## config.mk

```make
export PLATFORM = sky130hd
export DESIGN_NAME = uart_rx_flat
export DESIGN_NICKNAME = d
export VERILOG_FILES = /design/src/rtl/uart_rx_if.sv /design/src/rtl/uart_rx.sv /design/src/flat_wrapper.sv
export SDC_FILE = /design/constraint.sdc
export NUM_CORES = 1
export LEC_CHECK = 0
export CAP_MARGIN = 10
export CORE_MARGIN = 2
export CORE_UTILIZATION = 62
export DETAILED_ROUTE_END_ITERATION = 10
export GPL_TIMING_DRIVEN = 0
export PLACE_DENSITY = 0.82
export SLEW_MARGIN = 20
export SYNTH_ARGS = -nofsm -noshare
export SYNTH_HDL_FRONTEND = slang
export SYNTH_SLANG_ARGS = --single-unit
```

## constraint.sdc

```tcl
create_clock -name clock -period 5.6 [get_ports clock]
set_input_delay 0.84 -clock clock [delete_from_list [all_inputs] [get_ports clock]]
set_output_delay 0.84 -clock clock [all_outputs]
set_load 0.05 [all_outputs]
```

## src/rtl/uart_rx_if.sv

```systemverilog
// uart_rx_if: receive-side handshake bundle of the UART receiver.
//   rx_data     - last correctly framed byte
//   rx_valid    - one-cycle pulse marking rx_data as new
//   rx_busy     - high while a frame is in progress
//   frame_error - one-cycle pulse when the stop bit samples low
// master: the receiver (drives everything); slave: the consumer (e.g. Rx FIFO writer).
interface uart_rx_if;
   logic [7:0] rx_data;
   logic       rx_valid;
   logic       rx_busy;
   logic       frame_error;
   modport master (output rx_data, rx_valid, rx_busy, frame_error);
   modport slave  (input  rx_data, rx_valid, rx_busy, frame_error);
endinterface

```

## src/rtl/uart_rx.sv

```systemverilog
// uart_rx: 8N1 LSB-first serial receiver with mid-bit sampling and framing-error detection.
//   clock   - system clock, rising edge
//   reset_n - asynchronous active-low reset
//   rx      - asynchronous serial line, idle high
//   bus     - uart_rx_if.master: rx_data, rx_valid, rx_busy, frame_error
module uart_rx #(
   parameter int unsigned CLKS_PER_BIT = 5208
) (
   input  logic      clock,
   input  logic      reset_n,
   input  logic      rx,
   uart_rx_if.master bus
);
   localparam int unsigned HALF_BIT = (CLKS_PER_BIT - 1) / 2;
   localparam logic [15:0] LAST = 16'(CLKS_PER_BIT - 1);
   localparam logic [15:0] HALF = 16'(HALF_BIT);
   typedef enum logic [2:0] {IDLE, START, DATA, STOP, WAIT_IDLE} state_t;
   state_t      state;
   logic [1:0]  sync;
   logic [15:0] cnt;
   logic [2:0]  idx;
   logic [7:0]  shreg;
   logic        rx_sync;
   assign rx_sync     = sync[1];
   assign bus.rx_busy = state != IDLE;
   always_ff @(posedge clock or negedge reset_n)
      if (!reset_n) begin
         sync            <= 2'b11;
         state           <= IDLE;
         cnt             <= '0;
         idx             <= '0;
         shreg           <= '0;
         bus.rx_data     <= '0;
         bus.rx_valid    <= 1'b0;
         bus.frame_error <= 1'b0;
      end else begin
         sync            <= {sync[0], rx};
         bus.rx_valid    <= 1'b0;
         bus.frame_error <= 1'b0;
         case (state)
            IDLE: if (!rx_sync) begin
               state <= START;
               cnt   <= '0;
            end
            // Re-check the line at mid start bit so short glitches are rejected.
            START: if (cnt == HALF) begin
               state <= rx_sync ? IDLE : DATA;
               cnt   <= '0;
               idx   <= '0;
            end else cnt <= cnt + 16'd1;
            DATA: if (cnt == LAST) begin
               shreg <= {rx_sync, shreg[7:1]};
               cnt   <= '0;
               idx   <= idx + 3'd1;
               if (idx == 3'd7) state <= STOP;
            end else cnt <= cnt + 16'd1;
            STOP: if (cnt == LAST) begin
               cnt <= '0;
               if (rx_sync) begin
                  bus.rx_data  <= shreg;
                  bus.rx_valid <= 1'b1;
                  state        <= IDLE;
               end else begin
                  bus.frame_error <= 1'b1;
                  state           <= WAIT_IDLE;
               end
            end else cnt <= cnt + 16'd1;
            // A stuck-low line reports one error, then waits for it to recover.
            WAIT_IDLE: if (rx_sync) state <= IDLE;
            default: state <= IDLE;
         endcase
      end
endmodule

```

## src/flat_wrapper.sv

```systemverilog
// flat-port wrapper written by rule: the top's interface ports become plain ports
module uart_rx_flat 
#(
   parameter int unsigned CLKS_PER_BIT = 5208
)
  (clock, reset_n, rx, bus_rx_data, bus_rx_valid, bus_rx_busy, bus_frame_error);
  uart_rx_if bus_i ();
  input  logic clock;
  input  logic reset_n;
  input  logic rx;
  output wire logic [$bits(bus_i.rx_data)-1:0] bus_rx_data;
  output wire logic [$bits(bus_i.rx_valid)-1:0] bus_rx_valid;
  output wire logic [$bits(bus_i.rx_busy)-1:0] bus_rx_busy;
  output wire logic [$bits(bus_i.frame_error)-1:0] bus_frame_error;
  assign bus_rx_data = bus_i.rx_data;
  assign bus_rx_valid = bus_i.rx_valid;
  assign bus_rx_busy = bus_i.rx_busy;
  assign bus_frame_error = bus_i.frame_error;
  uart_rx #(.CLKS_PER_BIT(CLKS_PER_BIT)) u_core (.clock(clock), .reset_n(reset_n), .rx(rx), .bus(bus_i));
endmodule
```

==> results.yml <==
clock_tree:
  clkLatencyLatePin_ns: 0.36
  ctsResizeCount: 0
  clock_path_buffers: 2
  cts.clk_slew.worst_paths_ns: 0.12
  cts-root-buf: "clkbuf_4"
  hold_buffers: 0
  cts_inserted_buffers: 5
  cts_tree: "yes"
  post_cts_buffers: 0
  clock_sinks: 42
  h-tree-depth: 2
critical_path:
  setup.worst_path.start: "u_core.state[2]$_DFFE_PN0P_"
  worstPathRequired_ns: 4.76
  regToRegStartpoint: "u_core.cnt[0]$_DFFE_PN0P_"
  r2r_end: "u_core.cnt[12]$_DFFE_PN0P_"
  cp.arrival_ns: 2.07
  endpoint_kind: "primary output"
  cp-start-kind: "flop"
  crit_fanout: 9
  reg2reg_depth: 7
  reg2reg_slack_ns: 3.57
  path_class: "reg -> out"
  crit_path_end: "bus_rx_busy"
detailed_routing:
  wirelength_mm: 4.323
  ant_nets: 0
  wl_per_cell_um: 16.07
  vias_per_cell: 6.242
  vias: 1679
  drt_pass1_iterations: 5
  drc: 0
  drtIter0Drc: 192
die:
  die_h_um: 62.42
  rows: 21
  initial_core_util_pct: 63.91
  dieArea_um2: 3896
  design.core.area_um2: 3311
  ios: 14
  fp.dieW_um: 62.42
layout:
  n_antenna_cell: 0
  syn2layout_area_growth_pct: 14.61
  final_nets: 228
  drive_gt1_share_pct: 18.83
pwr:
  ir_worst_vdd_mv: 0.2009
  p_switching_mw: 0.1086
  sw_frac_of_total_pct: 19.55
  combPwrFrac_pct: 1.9
  p_int_mw: 0.4471
  leakage_nw: 1.114
  power_frac_seq_pct: 54.8
  clkPwrFrac_pct: 43.3
  power_density_nw_per_um2: 229.2
outcome:
  status: "completed"
synth:
  ys_warn_count: 0
  ys_types: 45
  synth_flop_cell: "dfrtp_1"
  synth_common_cells: "dfrtp_1 (40), nand2_1 (24), mux2_2 (16)"
  synth_fp_nets: 207
  syn_inst: 201
  synthTopCellsByArea: "dfrtp_1 (47%), mux2_2 (8.5%), nand2_1 (4.3%)"
  yosysTopAreaCell: "dfrtp_1"
  ys_seq_area_share_pct: 49.79
  synth.top_cell.area_share_pct: 47.31
  synth_most_common_cell: "dfrtp_1"
  syn_area_um2: 2116
  synth_enable_flop_cells: 0
  synthArstFlopShare_pct: 100.0
  synth-seq-cells: 42
  syn_area_per_cell_um2: 10.53
run:
  maxCapViolCount: 0
sta:
  hold_viol_final: 0
  fin_ws_ns: 2.687
  tightest_slew_ns: 0.7466
  tns_ns: 0
  final_max_slew_viol_count: 0
  post-route-period-util_pct: 52.02
  slew_headroom_pct: 50.23
  finalSetupViolCount: 0
  rsz0062_at_grt: "false"
  clock_skew_ns: 0.01219
  fin_crit_ns: 2.913
  max_clock_freq_mhz: 343.3
place:
  port_buffers: 13
  pre_cts_ws_ns: 3.095
  place_congestion: 0.8685
  dp_hpwl_mm: 3.107
global_routing:
  overflow: 0
  first_global_vias: 1706
  grt_pass1_wl_mm: 7.769
  grt_max_degree: 28
  antenna_found_initial: 0
  grt_util_all_layers_pct: 25.15
hold_path:
  hold_path.class: "reg -> reg"
cells in the final DEF (no fill, tap or decap), types with 3 or more instances in the layout:
master,instances
mux2_2,16
clkdlybuf4s50_1,12
nand2_1,24
ha_1,3
nor3_1,3
nand2b_1,4
nor2_1,14
nand3_1,12
clkbuf_4,5
a31oi_1,10
o21ai_0,10
dfrtp_1,40
a21oi_1,13
buf_2,3
inv_1,5
and4_1,3
area by class of cell:
cell class	count	area, um2
fill	248	885.9
timing repair buffer	14	145.1
sequential	42	1054
tap	46	57.56
buffer	7	43.79
inverter	5	18.77
multi-input combinational	147	999.7
clock buffer	5	37.54
clock inverter	3	68.82
logic make-up after synthesis:
group / Yosys count / share of synthesized area (%)
compound gates: 45 / 13.72
xor+xnor: 2 / 0.8281
fa+ha+maj: 3 / 1.774
buf+inv: 12 / 2.957
flops: 42 / 49.79
mux: 17 / 8.989
simple gates: 80 / 21.94
registers in the layout, indices dropped and copies added, names as in the netlist:
signal	cells
u_core.bus.rx_valid	1
u_core.shreg	8
u_core.bus.frame_error	1
u_core.cnt	16
u_core.idx	3
u_core.bus.rx_data	8
u_core.state	3
u_core.sync	2
critical path, stage by stage (launching register included):
cell and delay [ns]:
dfrtp_1 0.34, clkbuf_1 0.32, nor2_1 0.16, nand2_1 0.10, clkdlybuf4s50_1 0.79
power groups by stage:
stage	clock, mW	sequential [mW]	combinational, mW
2_1_floorplan	0	0.310	0.00190
3_3_place_gp	0	0.310	0.00921
3_5_place_dp	0	0.310	0.0110
4_1_cts	0.243	0.305	0.0111
5_1_grt	0.261	0.305	0.0125
6_report	0.241	0.305	0.0105
per-stage QoR:
| stage | hold slack, ns | cells | util (%) | area [um2] | power (mW) |
|---|---|---|---|---|---|
| 3_3_place_gp | 0.3486 | 260 | 69.58 | 2303 | 0.3197 |
| 2_1_floorplan | 0.3452 | 201 | - | 2116 | 0.3124 |
| 3_5_place_dp | 0.3521 | 261 | 70.03 | 2318 | 0.3215 |
| 4_1_cts | 0.3697 | 269 | 73.24 | 2425 | 0.5593 |
| 5_1_grt | 0.3740 | 269 | 73.24 | 2425 | 0.5785 |
| 6_report | 0.3676 | 269 | 73.24 | 2425 | 0.5558 |
how the worst min path moves through the flow:
stage / start / to / depth (start not counted)
3_5_place_dp: u_core.sync[0]$_DFF_PN1_ / u_core.sync[1]$_DFF_PN1_ / 0
5_1_grt: u_core.sync[0]$_DFF_PN1_ / u_core.sync[1]$_DFF_PN1_ / 0
2_1_floorplan: u_core.sync[0]$_DFF_PN1_ / u_core.sync[1]$_DFF_PN1_ / 0
6_report: u_core.sync[0]$_DFF_PN1_ / u_core.sync[1]$_DFF_PN1_ / 0
4_1_cts: u_core.sync[0]$_DFF_PN1_ / u_core.sync[1]$_DFF_PN1_ / 0
3_3_place_gp: u_core.sync[0]$_DFF_PN1_ / u_core.sync[1]$_DFF_PN1_ / 0
per-layer routing:
| metal | wire length (um) | part of all wire, % | global-route usage [%] |
|---|---|---|---|
| met4 | 123 | 2.8 | 8.889 |
| met5 | 0 | 0 | 0 |
| met3 | 231 | 5.3 | 6.306 |
| met2 | 2164 | 50 | 42.20 |
| met1 | 1804 | 42 | 31.78 |
Power figures use the tool's default switching activity.
